File: config.mk
export PLATFORM = sky130hd
export DESIGN_NAME = vinstru_run_sequencer
export DESIGN_NICKNAME = d
export VERILOG_FILES = /design/src/rtl/vinstru_run_sequencer.sv
export SDC_FILE = /design/constraint.sdc
export NUM_CORES = 1
export LEC_CHECK = 0
export BUFFER_PORTS_ARGS = -buffer_cell sky130_fd_sc_hd__buf_2
export CAP_MARGIN = 20
export CORE_MARGIN = 5
export CORE_UTILIZATION = 55
export CTS_BUF_LIST = sky130_fd_sc_hd__clkbuf_16
export DETAILED_ROUTE_END_ITERATION = 8
export PLACE_DENSITY = 0.76
export SYNTH_ARGS = -nofsm -noshare
export SYNTH_HDL_FRONTEND = slang
export SYNTH_SLANG_ARGS = --single-unit
File: constraint.sdc
create_clock -name axi_aclk -period 8 [get_ports axi_aclk]
set_input_delay 0.4 -clock axi_aclk [delete_from_list [all_inputs] [get_ports axi_aclk]]
set_output_delay 0.4 -clock axi_aclk [all_outputs]
set_load 0.005 [all_outputs]
File: src/rtl/vinstru_run_sequencer.sv
// vinstru_run_sequencer: one start pulse resets vinstru, then runs num_runs run/done handshakes
// with a programmable gap, per-run timeout, abort, run counting and a completion pulse.
module vinstru_run_sequencer #(
  parameter int RST_CYCLES = 8,
  parameter int CNT_W      = 16
) (
  input  logic             axi_aclk,
  input  logic             axi_aresetn,
  input  logic             start,
  input  logic             abort,
  input  logic [CNT_W-1:0] num_runs,
  input  logic [31:0]      run_gap,
  input  logic [31:0]      run_timeout,
  output logic             vinstru_reset,
  output logic             vinstru_run,
  input  logic             vinstru_done,
  output logic             busy,
  output logic [CNT_W-1:0] runs_done,
  output logic             timeout_err,
  output logic             seq_done
);
  typedef enum logic [2:0] {S_IDLE, S_RST, S_RUN, S_CLR, S_GAP, S_FIN} state_t;
  state_t           r_state, w_next;
  logic [CNT_W-1:0] r_num;
  logic [31:0]      r_gap, r_tmo, r_cnt;
  logic             w_start, w_done_hit, w_tmo_hit;
  always_comb begin
    w_next     = r_state;
    w_start    = r_state == S_IDLE && start && !abort;
    w_done_hit = r_state == S_RUN && vinstru_done && !abort;
    w_tmo_hit  = r_state == S_RUN && !vinstru_done && !abort && r_tmo != 32'd0 && r_cnt == r_tmo - 32'd1;
    case (r_state)
      S_IDLE:  w_next = w_start ? S_RST : S_IDLE;
      S_RST:   w_next = r_cnt == 32'(RST_CYCLES - 1) ? S_RUN : S_RST;
      S_RUN:   w_next = vinstru_done || w_tmo_hit ? S_CLR : S_RUN;
      S_CLR:   w_next = vinstru_done ? S_CLR : (r_num != '0 && runs_done == r_num) ? S_FIN : (r_gap == 32'd0) ? S_RUN : S_GAP;
      S_GAP:   w_next = r_cnt == r_gap - 32'd1 ? S_RUN : S_GAP;
      S_FIN:   w_next = S_IDLE;
      default: w_next = S_IDLE;
    endcase
    if (abort && r_state != S_IDLE) w_next = S_IDLE;
  end
  // r_cnt restarts on every state change, so it times RST, RUN and GAP alike
  always_ff @(posedge axi_aclk) begin
    if (!axi_aresetn) begin
      r_state       <= S_IDLE;
      r_cnt         <= '0;
      r_num         <= '0;
      r_gap         <= '0;
      r_tmo         <= '0;
      runs_done     <= '0;
      timeout_err   <= 1'b0;
      vinstru_reset <= 1'b0;
      vinstru_run   <= 1'b0;
      busy          <= 1'b0;
      seq_done      <= 1'b0;
    end else begin
      r_state       <= w_next;
      r_cnt         <= w_next != r_state ? 32'd0 : r_cnt + 32'd1;
      vinstru_reset <= w_next == S_RST;
      vinstru_run   <= w_next == S_RUN;
      busy          <= w_next != S_IDLE;
      seq_done      <= w_next == S_FIN;
      if (w_start) begin
        r_num       <= num_runs;
        r_gap       <= run_gap;
        r_tmo       <= run_timeout;
        runs_done   <= '0;
        timeout_err <= 1'b0;
      end
      if (w_done_hit) runs_done <= runs_done + 1'b1;
      if (w_tmo_hit) timeout_err <= 1'b1;
    end
  end
endmodule

==> summary.txt, run 1 <==
CTS
  – Maximum clock insertion buffer count: 2
  – Worst-path clk slew: roughly 60 ps
  – Total CTS buffers: 17
  – Insertion delay to the later sink of the worst-skew pair: around 430 ps
  – Number of H-tree branching levels: 4
  – Clock tree from TritonCTS: done
  – Number of post-CTS setup repair buffers: 0
  – Number of buffers inserted by hold repair at cts: 0
  – Sinks on Clock Net: roughly 140
  – # resized after CTS: 0
  – CTS root buffer: sky130_fd_sc_hd__clkbuf_16

Route
  – DRT antenna net count: 0
  – Iteration-0 DRC Markers: around 660
  – Vias per inst: between 5 and 6
  – Total wire length after detailed routing: around 22000 um
  – Drt wl/cell: between 15 and 20 um
  – Number of search-and-repair iterations in the first detailed-routing pass: 5
  – DRC Markers: 0
  – Overall via count from detail_route: between 7000 and 8000

Yosys
  – Number of nets produced by synthesis: around 1200
  – Count of state elements after synthesis: around 140
  – Cell area after technology mapping: ~0.0083 sq mm
  – FFs w/ async S/R, synth: 0
  – Flip-flop cell with the highest count after synthesis: sky130_fd_sc_hd__dfxtp_1
  – Synthesis warning total: 0
  – Top post-synthesis cells by area: sky130_fd_sc_hd__dfxtp_1, sky130_fd_sc_hd__nand2_1, sky130_fd_sc_hd__xor2_1, sky130_fd_sc_hd__a21boi_0, sky130_fd_sc_hd__xnor2_1
  – Sequential cell area fraction in the yosys report: 0.329
  – Post-Synthesis Mean Instance Area: around 7.7 sq um
  – Distinct cells, synth: between 60 and 70
  – Yosys top cell by area: sky130_fd_sc_hd__dfxtp_1
  – Area share of the largest cell type after synthesis: 0.329
  – Post-synthesis cell count: approximately 1100
  – EDFF count, synth: 0

Power and ir drop
  – Combinational share of power: 0.172
  – Portion of total power attributed to the clock network: 0.422
  – Internal Power: 1.32 mW
  – Peak supply drop: 0.203 mV
  – Switch Pwr: 0.509 mW
  – Switching share of power: 0.279
  – Total power per unit cell area: 196 mW/mm^2
  – Sequential fraction of design power: 0.406
  – Leakage power: around 3.8 nW

Floorplanning
  – Die span in x: approximately 130 um
  – Starting density of the core: 0.564
  – Die outline height: about 130 um
  – Count of standard-cell rows: between 40 and 50
  – Die ar.: about 0.018 sq mm
  – I/O pin count: around 110
  – Placeable core region: 0.0146 sq mm

Cells and area
  – Final std cell area, no fill: approximately 0.0093 sq mm
  – Fraction of final layout cells sized beyond drive strength 1: 0.135
  – # nets final: around 1200
  – Number of fill cells in the layout: between 1000 and 1500
  – Post-layout utilization of the core: 0.635
  – Antenna fix cells: 0
  – Synth-to-layout area growth: 12.5%

Placement
  – Number of I/O port buffers: ~110
  – Post-DP HPWL: about 16000 um
  – Cell area after placement: approximately 0.0087 sq mm
  – Global placement routability congestion: ~0.94

Worst setup path
  – Slowest Stage Delay on Critical Path: around 700 ps
  – Crit Path Max Fanout: 32
  – CP startpoint kind: flip-flop
  – Dominant delay contributor by cell family on the critical path: simple AND/OR/NAND/NOR gates
  – Data arrival time at the worst-slack endpoint: ~4500 ps
  – Category of the most critical setup path: flip-flop to flip-flop
  – Critical-path top delay cell: sky130_fd_sc_hd__o221ai_4
  – Crit path capture type: flip-flop
  – Cells along the critical path: inv_1 > ha_1 > nor3b_1 > nand3_1 > nor4_1 > a31oi_1 > or3_1 > or4_1 > o21a_1 > o221ai_4 > nor2_1
  – Bufs and invs on worst path: 1
  – Critical path data required time: 8270 ps

Timing
  – Final period util: 0.533
  – Slew Viols, Final: 0
  – Max-slew headroom: 0.374
  – Setup TNS: 0 ps
  – Worst Skew: approximately 7.8 ps
  – Highest clock frequency the design can meet: about 230 MHz
  – Hold Violations, Final: 0
  – Min cycle time layout: between 4000 and 5000 ps
  – RSZ-0062 raised after global routing: no
  – Final setup violation count: 0
  – Transition time at the pin with the least slew margin: roughly 930 ps

GRT
  – Via count of the first global-routing pass: roughly 7100
  – Antenna violations before repair: 0
  – Overflow left after global routing: 0
  – GRT Overall Usage: 0.248
  – Wire length of the first global-routing pass: approximately 36000 um
  – Largest net degree at the start of global routing: 103

Run status
  – Outcome: completed

Min path
  – Type of the worst min-delay path: input port to flip-flop

Job
  – Max cap viols: 0
[registers in the layout, indices dropped and copies added, names as in the netlist]
signal and cells:
r_cnt 32, runs_done 16, r_gap 32, r_tmo 32, seq_done 1, vinstru_run 1, busy 1, r_state 3
timeout_err 1, vinstru_reset 1, r_num 16
[placed cells by master, fill, tap and decap left out, types with 27 or more instances in the layout]
cell type,synthesis,routed
sky130_fd_sc_hd__buf_2,1,105
sky130_fd_sc_hd__nor2_1,80,80
sky130_fd_sc_hd__inv_1,22,27
sky130_fd_sc_hd__nor4_1,42,42
sky130_fd_sc_hd__a21boi_0,82,82
sky130_fd_sc_hd__xor2_1,78,78
sky130_fd_sc_hd__nand2_1,198,198
sky130_fd_sc_hd__nand3_1,33,32
sky130_fd_sc_hd__xnor2_1,47,47
sky130_fd_sc_hd__dfxtp_1,136,136
[cells by family (layout without fill, tap and decap cells)]
family / count (synthesis) / count (layout) / share of synthesized area
buf+inv: 103 / 162 / 0.0497
fa+ha+maj: 6 / 6 / 0.00909
simple gates: 504 / 504 / 0.304
mux: 2 / 2 / 0.00242
compound gates: 197 / 197 / 0.173
xor+xnor: 125 / 125 / 0.132
flops: 136 / 136 / 0.329
[synth_stat cells (4+ instances only)]
master                     instances
sky130_fd_sc_hd__inv_1            22
sky130_fd_sc_hd__nor3b_1           4
sky130_fd_sc_hd__xor2_1           78
sky130_fd_sc_hd__and3_1           14
sky130_fd_sc_hd__dfxtp_1         136
sky130_fd_sc_hd__a31oi_1          10
sky130_fd_sc_hd__nand3_1          33
sky130_fd_sc_hd__nand4_1          26
sky130_fd_sc_hd__ha_1              6
sky130_fd_sc_hd__o211ai_1          5
sky130_fd_sc_hd__or2_2             4
sky130_fd_sc_hd__o21ai_0          25
sky130_fd_sc_hd__o311ai_0          4
sky130_fd_sc_hd__and4_1            7
sky130_fd_sc_hd__nor4_1           42
sky130_fd_sc_hd__a21oi_1          21
sky130_fd_sc_hd__nor2b_1           6
sky130_fd_sc_hd__nor3_1           24
sky130_fd_sc_hd__nor2_1           80
sky130_fd_sc_hd__o31ai_1           5
sky130_fd_sc_hd__or4_1            15
sky130_fd_sc_hd__or3_1             9
sky130_fd_sc_hd__and2_1           12
sky130_fd_sc_hd__a21boi_0         82
sky130_fd_sc_hd__clkbuf_1         77
sky130_fd_sc_hd__nand2_1         198
sky130_fd_sc_hd__o21a_1            5
sky130_fd_sc_hd__xnor2_1          47
sky130_fd_sc_hd__nor4b_1           6
sky130_fd_sc_hd__nand2b_1          7
[routing by layer]
metal	GRT usage	share of wire
met2	0.379	0.45
met1	0.340	0.45
met3	0.0702	0.078
met5	0	0
met4	0.0814	0.023
[worst register-to-register path, stage by stage (launching register included)]
cell,delay (ps)
sky130_fd_sc_hd__dfxtp_1,350
sky130_fd_sc_hd__inv_1,100
sky130_fd_sc_hd__ha_1,190
sky130_fd_sc_hd__nor3b_1,680
sky130_fd_sc_hd__nand3_1,380
sky130_fd_sc_hd__nor4_1,340
sky130_fd_sc_hd__a31oi_1,120
sky130_fd_sc_hd__or3_1,390
sky130_fd_sc_hd__or4_1,520
sky130_fd_sc_hd__o21a_1,210
sky130_fd_sc_hd__o221ai_4,700
sky130_fd_sc_hd__nor2_1,140
[cell type report]
cell class                 instances  area [sq um]  area share
clock buffer                      17           425      0.0458
sequential                       136          2720       0.293
inverter                          22          82.6     0.00888
timing repair buffer             109           556      0.0597
multi-input combinational        834          5140       0.552
tap                              184           230      0.0248
clock inverter                    14           145      0.0156
[path summary, 6_finish.rpt]
| path | startpoint | to | slack (ps) | cells past startpoint |
|---|---|---|---|---|
| hold reg to reg | r_tmo[24] | r_tmo[24] | 500 | 2 |
| setup / recovery | r_tmo[0] | r_cnt[13] | 3730 | 11 |
| hold / removal | run_gap[21] | r_gap[21] | 220 | 3 |
| setup reg to reg | r_tmo[0] | r_cnt[13] | 3730 | 11 |
[power groups by stage]
| stage | clock [mW] | combinational (mW) | sequential, mW |
|---|---|---|---|
| 3_5_place_dp | 0 | 0.306 | 0.755 |
| 2_1_floorplan | 0 | 0.244 | 0.736 |
| 6_report | 0.769 | 0.314 | 0.741 |
| 3_3_place_gp | 0 | 0.306 | 0.754 |
| 4_1_cts | 0.777 | 0.310 | 0.740 |
| 5_1_grt | 0.804 | 0.349 | 0.745 |
[metrics by stage]
stage	setup WS [ps]	total power [mW]	cells	hold slack [ps]
floorplan	4680	0.980	1073	461
global placement	3980	1.06	1285	482
detailed placement	3830	1.06	1285	493
CTS	3800	1.83	1316	214
global route	3420	1.90	1316	220
finish	3730	1.82	1316	216
(Power assumes the default switching activity.)
==> inputs of run 2 (changes only) <==
--- a/config.mk
+++ b/config.mk
@@ -8,10 +8,10 @@
 export BUFFER_PORTS_ARGS = -buffer_cell sky130_fd_sc_hd__buf_2
 export CAP_MARGIN = 20
 export CORE_MARGIN = 5
-export CORE_UTILIZATION = 55
+export CORE_UTILIZATION = 53
 export CTS_BUF_LIST = sky130_fd_sc_hd__clkbuf_16
 export DETAILED_ROUTE_END_ITERATION = 8
-export PLACE_DENSITY = 0.76
+export PLACE_DENSITY = 0.77
 export SYNTH_ARGS = -nofsm -noshare
 export SYNTH_HDL_FRONTEND = slang
 export SYNTH_SLANG_ARGS = --single-unit
==> constraint.sdc (replaced) <==
create_clock -name axi_aclk -period 3.5 [get_ports axi_aclk]
set_input_delay 0.175 -clock axi_aclk [delete_from_list [all_inputs] [get_ports axi_aclk]]
set_output_delay 0.175 -clock axi_aclk [all_outputs]
set_load 0.005 [all_outputs]
==> run 2 against run 1 <==
  * Sequential cell count is the same
  * Core utilization grew 2.4 points
  * Clock-buffer cell count is the same
  * Non-clock buffer count grew 82
  * Critical path depth grew 1
==> summary.txt, run 2 (synthesis results as in run 1) <==
Min path
  – Type of the worst min-delay path: input port to flip-flop

Timing
  – Transition time at the pin with the least slew margin: 897 ps (-32.8 ps)
  – Final period util: 0.966 (+0.433)
  – Slew Viols, Final: 0 (unchanged)
  – Max-slew headroom: 0.402 (+0.0276)
  – Final setup violation count: 0 (unchanged)
  – Min cycle time layout: 3380 ps (-885 ps)
  – Worst Skew: 7.62 ps (-0.204 ps)
  – Final Hold Slack: 5.85 ps (-210 ps)
  – Highest clock frequency the design can meet: 296 MHz (+26%)
  – Setup TNS: 0 ps (unchanged)
  – Hold Violations, Final: 0 (unchanged)

GRT
  – Wire length of the first global-routing pass: 38700 um (+7.7%)
  – Largest net degree at the start of global routing: 90 (-13%)
  – Via count of the first global-routing pass: 7830 (+10%)
  – GRT Overall Usage: 0.262 (+0.0134)
  – Antenna violations before repair: 0 (unchanged)
  – Overflow left after global routing: 0 (unchanged)

Worst setup path
  – Data arrival time at the worst-slack endpoint: 3690 ps (-850 ps)
  – Crit path capture type: flip-flop
  – Category of the most critical setup path: flip-flop to flip-flop
  – Critical-path top delay cell: sky130_fd_sc_hd__or4_1
  – Slowest Stage Delay on Critical Path: 540 ps (-160 ps)
  – Critical path data required time: 3810 ps (-4460 ps)
  – CP startpoint kind: flip-flop
  – Cells along the critical path: inv_1 > ha_1 > nor3b_2 > or3b_2 > o32ai_1 > a21oi_1 > or3_1 > or4_1 > o21a_1 > o221ai_4 > buf_12 > nor2_1
  – Crit Path Max Fanout: 32 (unchanged)

Route
  – Drt wl/cell: 16.7 um (about the same)
  – DRT antenna net count: 0 (unchanged)
  – Overall via count from detail_route: 8076 (+4.7%)
  – Vias per inst: 5.66 (-3.4%)
  – Iteration-0 DRC Markers: 647 (-1.8%)
  – Number of search-and-repair iterations in the first detailed-routing pass: 5 (unchanged)
  – Total wire length after detailed routing: 23800 um (+8.4%)
  – DRC Markers: 0 (unchanged)

CTS
  – Sinks on Clock Net: 136 (unchanged)
  – Clock tree from TritonCTS: done
  – Maximum clock insertion buffer count: 2 (unchanged)
  – Number of H-tree branching levels: 4 (unchanged)
  – Insertion delay to the later sink of the worst-skew pair: 430 ps (about the same)
  – Worst-path clk slew: 60 ps (about the same)
  – Number of post-CTS setup repair buffers: 0 (unchanged)
  – Total CTS buffers: 17 (unchanged)
  – CTS root buffer: sky130_fd_sc_hd__clkbuf_16

Power and ir drop
  – Sequential fraction of design power: 0.404 (-0.002)
  – Portion of total power attributed to the clock network: 0.389 (-0.033)
  – Leakage power: 4.13 nW (+9.7%)
  – Total power per unit cell area: 414 mW/mm^2 (+110%)
  – Switching share of power: 0.302 (+0.0227)
  – Internal Power: 2.91 mW (+120%)
  – Total chip power: 4.17 mW (+130%)
  – Combinational share of power: 0.207 (+0.035)
  – Peak supply drop: 0.355 mV (+75%)
  – Switch Pwr: 1.26 mW (+150%)

Cells and area
  – Area occupied by multi-input gates: 0.00517 sq mm (+0.71%)
  – Post-layout utilization of the core: 0.659 (+0.0240)
  – Fraction of final layout cells sized beyond drive strength 1: 0.171 (+0.0360)
  – Most used cells in the layout excluding fill and tap cells: sky130_fd_sc_hd__nand2_1, sky130_fd_sc_hd__dfxtp_1, sky130_fd_sc_hd__buf_2
  – Number of fill cells in the layout: 1304 (+2.7%)
  – Post-route non-filler standard cell count: 1426 (+8.4%)
  – Most frequent standard cell in the layout excluding fill and tap cells: sky130_fd_sc_hd__nand2_1
  – Synth-to-layout area growth: 21.7%
  – Largest regs: r_cnt: 32 flops, r_gap: 32 flops, r_tmo: 32 flops
  – # nets final: 1293 (+6.8%)
  – Antenna fix cells: 0 (unchanged)
  – Area taken by flip-flops and latches: 0.00272 sq mm (about the same)

Placement
  – Instance count after placement with tap cells included: 1355 (+5.4%)
  – Post-DP HPWL: 17200 um (+7.8%)
  – Global placement routability congestion: 1.06 (+13%)
  – Number of I/O port buffers: 105 (unchanged)

Job
  – Max cap viols: 0 (unchanged)

Run status
  – Outcome: completed

Floorplanning
  – Count of standard-cell rows: 45 (+2.3%)
  – Die span in x: 135 um (+1.7%)
  – Starting density of the core: 0.542 (-0.0227)
  – I/O pin count: 106 (unchanged)
  – Die outline height: 135 um (+1.7%)
  – Placeable core region: 0.0153 sq mm (+4.2%)
  – Die ar.: 0.0182 sq mm (+3.5%)
run 2: per-layer routing:
| layer | share of wire | vias up | GRT usage | wire length [um] |
|---|---|---|---|---|
| met4 | 0.020 | 0 | 0.0820 | 473 |
| met5 | 0 | - | 0 | 0 |
| met1 | 0.44 | 3747 | 0.340 | 10500 |
| met2 | 0.47 | 269 | 0.429 | 11100 |
| li1 | - | 4014 | - | - |
| met3 | 0.072 | 46 | 0.0656 | 1700 |
run 2: critical path, delay by kind of cell, from the launching register on:
kind                       cells  cell delay [ps]
AOI/OAI and AO/OA              4              670
DFF                            1              410
buffers and inverters          2              300
adders and majority gates      1              220
and+or+nand+nor                5             1670
run 2: per-stage QoR:
step                instance area, sq um  setup slack (ps)
CTS                                10000               108
floorplan                           8260               178
global route                       10100             -16.0
global placement                    9100               188
finish                             10100               118
detailed placement                  9100               132
run 2: what timing repair did:
action                     CTS  global route
hold endpoints to repair    39             0
resized for setup            0             7
hold buffers                39             0
setup endpoints to repair    0            34
run 2: layout make-up:
cell class | count | share of cell area
Inverter | 22 | 0.00821
Multi-Input combinational cell | 834 | 0.514
Timing Repair Buffer | 191 | 0.127
Clock inverter | 15 | 0.0105
Tap cell | 211 | 0.0263
Clock buffer | 17 | 0.0423
Sequential cell | 136 | 0.271
run 2: path summary, 6_finish.rpt:
check,startpoint,endpoint,slack (ps),cells past startpoint
max reg2reg,r_tmo[1],r_cnt[12],120,12
max,r_tmo[1],r_cnt[12],120,12
min,run_timeout[2],r_tmo[2],6,3
min reg2reg,r_tmo[24],r_tmo[24],490,2
run 2: power groups by stage:
stage          logic (mW)  registers [mW]  clock network (mW)
2_1_floorplan       0.557            1.68                   0
3_3_place_gp        0.798            1.71                   0
3_5_place_dp        0.801            1.71                   0
4_1_cts             0.840            1.68                1.65
5_1_grt             0.948            1.69                1.73
6_report            0.863            1.68                1.62
==> inputs of run 3 (changes only) <==
--- a/config.mk
+++ b/config.mk
@@ -7,7 +7,7 @@
 export LEC_CHECK = 0
 export BUFFER_PORTS_ARGS = -buffer_cell sky130_fd_sc_hd__buf_2
 export CAP_MARGIN = 20
-export CORE_MARGIN = 5
+export CORE_MARGIN = 2
 export CORE_UTILIZATION = 53
 export CTS_BUF_LIST = sky130_fd_sc_hd__clkbuf_16
 export DETAILED_ROUTE_END_ITERATION = 8
==> run 3 against run 2 <==
  * Sequential share of layout area is 0.17 points lower
  * Worst hold slack worse by 3.7 ps
  * Critical path depth is 2 lower
  * Via count is 2.3% higher
  * Combinational power is 3.1% higher
==> summary.txt, run 3 (synthesis results as in run 1) <==
Run status
  – Outcome: completed

Worst setup path
  – Critical path data required time: 3820 ps (about the same)
  – Category of the most critical setup path: flip-flop to flip-flop
  – Critical-path top delay cell: sky130_fd_sc_hd__or4_4
  – CP startpoint kind: flip-flop
  – Data arrival time at the worst-slack endpoint: 3730 ps (+40 ps)
  – Dominant delay contributor by cell family on the critical path: simple AND/OR/NAND/NOR gates
  – Cells along the critical path: or4_1 > or3_1 > a221oi_2 > and4b_1 > nand4_1 > or4_4 > o21a_1 > o221ai_4 > clkbuf_16 > nor2_1
  – Crit path capture type: flip-flop
  – Crit Path Max Fanout: 8 (-75%)
  – Bufs and invs on worst path: 1 (-1)
  – Slowest Stage Delay on Critical Path: 560 ps (+20 ps)

Timing
  – Transition time at the pin with the least slew margin: 916 ps (+18.5 ps)
  – Slew Viols, Final: 0 (unchanged)
  – Setup TNS: 0 ps (unchanged)
  – Worst Skew: 8.88 ps (+1.26 ps)
  – Highest clock frequency the design can meet: 293 MHz (-0.81%)
  – Final setup violation count: 0 (unchanged)
  – Min cycle time layout: 3410 ps (+27.7 ps)
  – Final period util: 0.974 (+0.00791)
  – Max-slew headroom: 0.389 (-0.0124)
  – Final Hold Slack: 2.11 ps (-3.74 ps)
  – Hold Violations, Final: 0 (unchanged)

GRT
  – Global-route met2 utilization: 0.455 (+0.0262)
  – Antenna violations before repair: 1 (+1)
  – GRT Overall Usage: 0.281 (+0.0197)
  – Overflow left after global routing: 0 (unchanged)
  – Most utilized layer in the global route result: met2
  – Global-route track usage on met3: 0.0561 (-0.00944)
  – Wire length of the first global-routing pass: 37500 um (-3.1%)
  – Via count of the first global-routing pass: 7514 (-4.0%)
  – Largest net degree at the start of global routing: 90 (unchanged)
  – GR Util met1: 0.380 (+0.0401)

CTS
  – Insertion delay to the later sink of the worst-skew pair: 430 ps (about the same)
  – Maximum clock insertion buffer count: 2 (unchanged)
  – Total CTS buffers: 17 (unchanged)
  – Number of H-tree branching levels: 4 (unchanged)
  – Worst-path clk slew: 60 ps (about the same)
  – Sinks on Clock Net: 136 (unchanged)
  – Clock tree from TritonCTS: done
  – CTS root buffer: sky130_fd_sc_hd__clkbuf_16

Placement
  – Number of I/O port buffers: 105 (unchanged)
  – Global placement routability congestion: 0.973 (-8.2%)
  – Instance count after placement with tap cells included: 1326 (-2.1%)
  – Post-DP HPWL: 16700 um (-3.0%)

Floorplanning
  – Placeable core region: 0.0152 sq mm (-0.37%)
  – I/O pin count: 106 (unchanged)
  – Die span in x: 129 um (-4.4%)
  – Die ar.: 0.0166 sq mm (-8.7%)
  – Count of standard-cell rows: 45 (unchanged)
  – Starting density of the core: 0.544 (+0.00201)
  – Die outline height: 129 um (-4.4%)

Route
  – Number of search-and-repair iterations in the first detailed-routing pass: 5 (unchanged)
  – Drt wl/cell: 16.8 um (+0.70%)
  – Vias per inst: 5.90 (+4.2%)
  – Total wire length after detailed routing: 23500 um (-1.2%)
  – Iteration-0 DRC Markers: 683 (+5.6%)
  – Overall via count from detail_route: 8258 (+2.3%)
  – DRC Markers: 0 (unchanged)
  – DRT antenna net count: 0 (unchanged)

Power and ir drop
  – Leakage power: 4.17 nW (+0.83%)
  – Total power per unit cell area: 424 mW/mm^2 (+2.4%)
  – Peak supply drop: 0.379 mV (+6.7%)

Cells and area
  – Most used cells in the layout excluding fill and tap cells: sky130_fd_sc_hd__nand2_1, sky130_fd_sc_hd__dfxtp_1, sky130_fd_sc_hd__buf_2
  – Post-route non-filler standard cell count: 1399 (-1.9%)
  – Antenna fix cells: 0 (unchanged)
  – Most frequent standard cell in the layout excluding fill and tap cells: sky130_fd_sc_hd__nand2_1
  – Largest regs: r_cnt: 32 flops, r_gap: 32 flops, r_tmo: 32 flops
  – Number of fill cells in the layout: 1316 (+0.92%)
  – Fraction of final layout cells sized beyond drive strength 1: 0.178 (+0.00635)
  – # nets final: 1290 (-0.23%)
  – Post-layout utilization of the core: 0.667 (+0.00820)
  – Synth-to-layout area growth: 22.7%

Min path
  – Type of the worst min-delay path: input port to flip-flop

Job
  – Max cap viols: 0 (unchanged)
==> run 3: cell count changes in the layout (fill, tap and decap cells not counted), sizes merged <==
cell / previous run / this run
clkinvlp: 2 / 1
inv: 25 / 23
clkbuf: 17 / 18
bufinv: 0 / 2
buf: 152 / 148
==> run 3: path summary, 6_finish.rpt <==
| check | cells past startpoint | endpoint | from | slack (ps) |
|---|---|---|---|---|
| hold / removal | 3 | r_tmo[5] | run_timeout[5] | 2 |
| hold reg to reg | 2 | r_num[7] | r_num[7] | 500 |
| setup / recovery | 10 | r_cnt[24] | r_tmo[4] | 90 |
| setup reg to reg | 10 | r_cnt[24] | r_tmo[4] | 90 |
==> run 3: cell type report <==
cell class                      count  area, sq um  area share
Inverter                           22         82.6     0.00814
Multi-Input combinational cell    834         5250       0.518
Clock inverter                     14          136      0.0134
Clock buffer                       17          425      0.0419
Tap cell                          188          235      0.0232
Sequential cell                   136         2730       0.269
Timing Repair Buffer              188         1280       0.126
==> run 3: routing by layer <==
layer  share of wire  vias to the layer above
met5         0.00030                        -
met2            0.46                      315
li1                -                     4019
met3           0.071                       46
met1            0.45                     3876
met4           0.020                        2
==> run 3: report_power, final <==
part / switching, mW / internal, mW / leakage [nW]
clock network: 0.690 / 1.03 / 0.276
logic: 0.471 / 0.419 / 2.79
registers: 0.0879 / 1.60 / 1.11
total: 1.25 / 3.06 / 4.17
==> run 3: tightest hold or removal path, delay by kind of cell <==
kind / cells / cell delay (ps)
and+or+nand+nor: 1 / 50
buffers and inverters: 1 / 90
AOI/OAI and AO/OA: 1 / 60
==> run 3: repair_timing <==
action | CTS | global route
endpoints found under the setup margin | 0 | 35
hold buffers | 39 | 0
resized for setup | 0 | 26
buffers inserted | 0 | 1
endpoints found under the hold margin | 39 | 0
==> run 3: metrics by stage <==
| stage | total power [mW] | cell area [sq um] | setup slack, ps |
|---|---|---|---|
| CTS | 4.25 | 9970 | 8.56 |
| global route | 4.47 | 10100 | -2.98 |
| global placement | 2.50 | 9020 | 122 |
| detailed placement | 2.51 | 9020 | 20.6 |
| floorplan | 2.24 | 8260 | 178 |
| finish | 4.30 | 10100 | 90.4 |
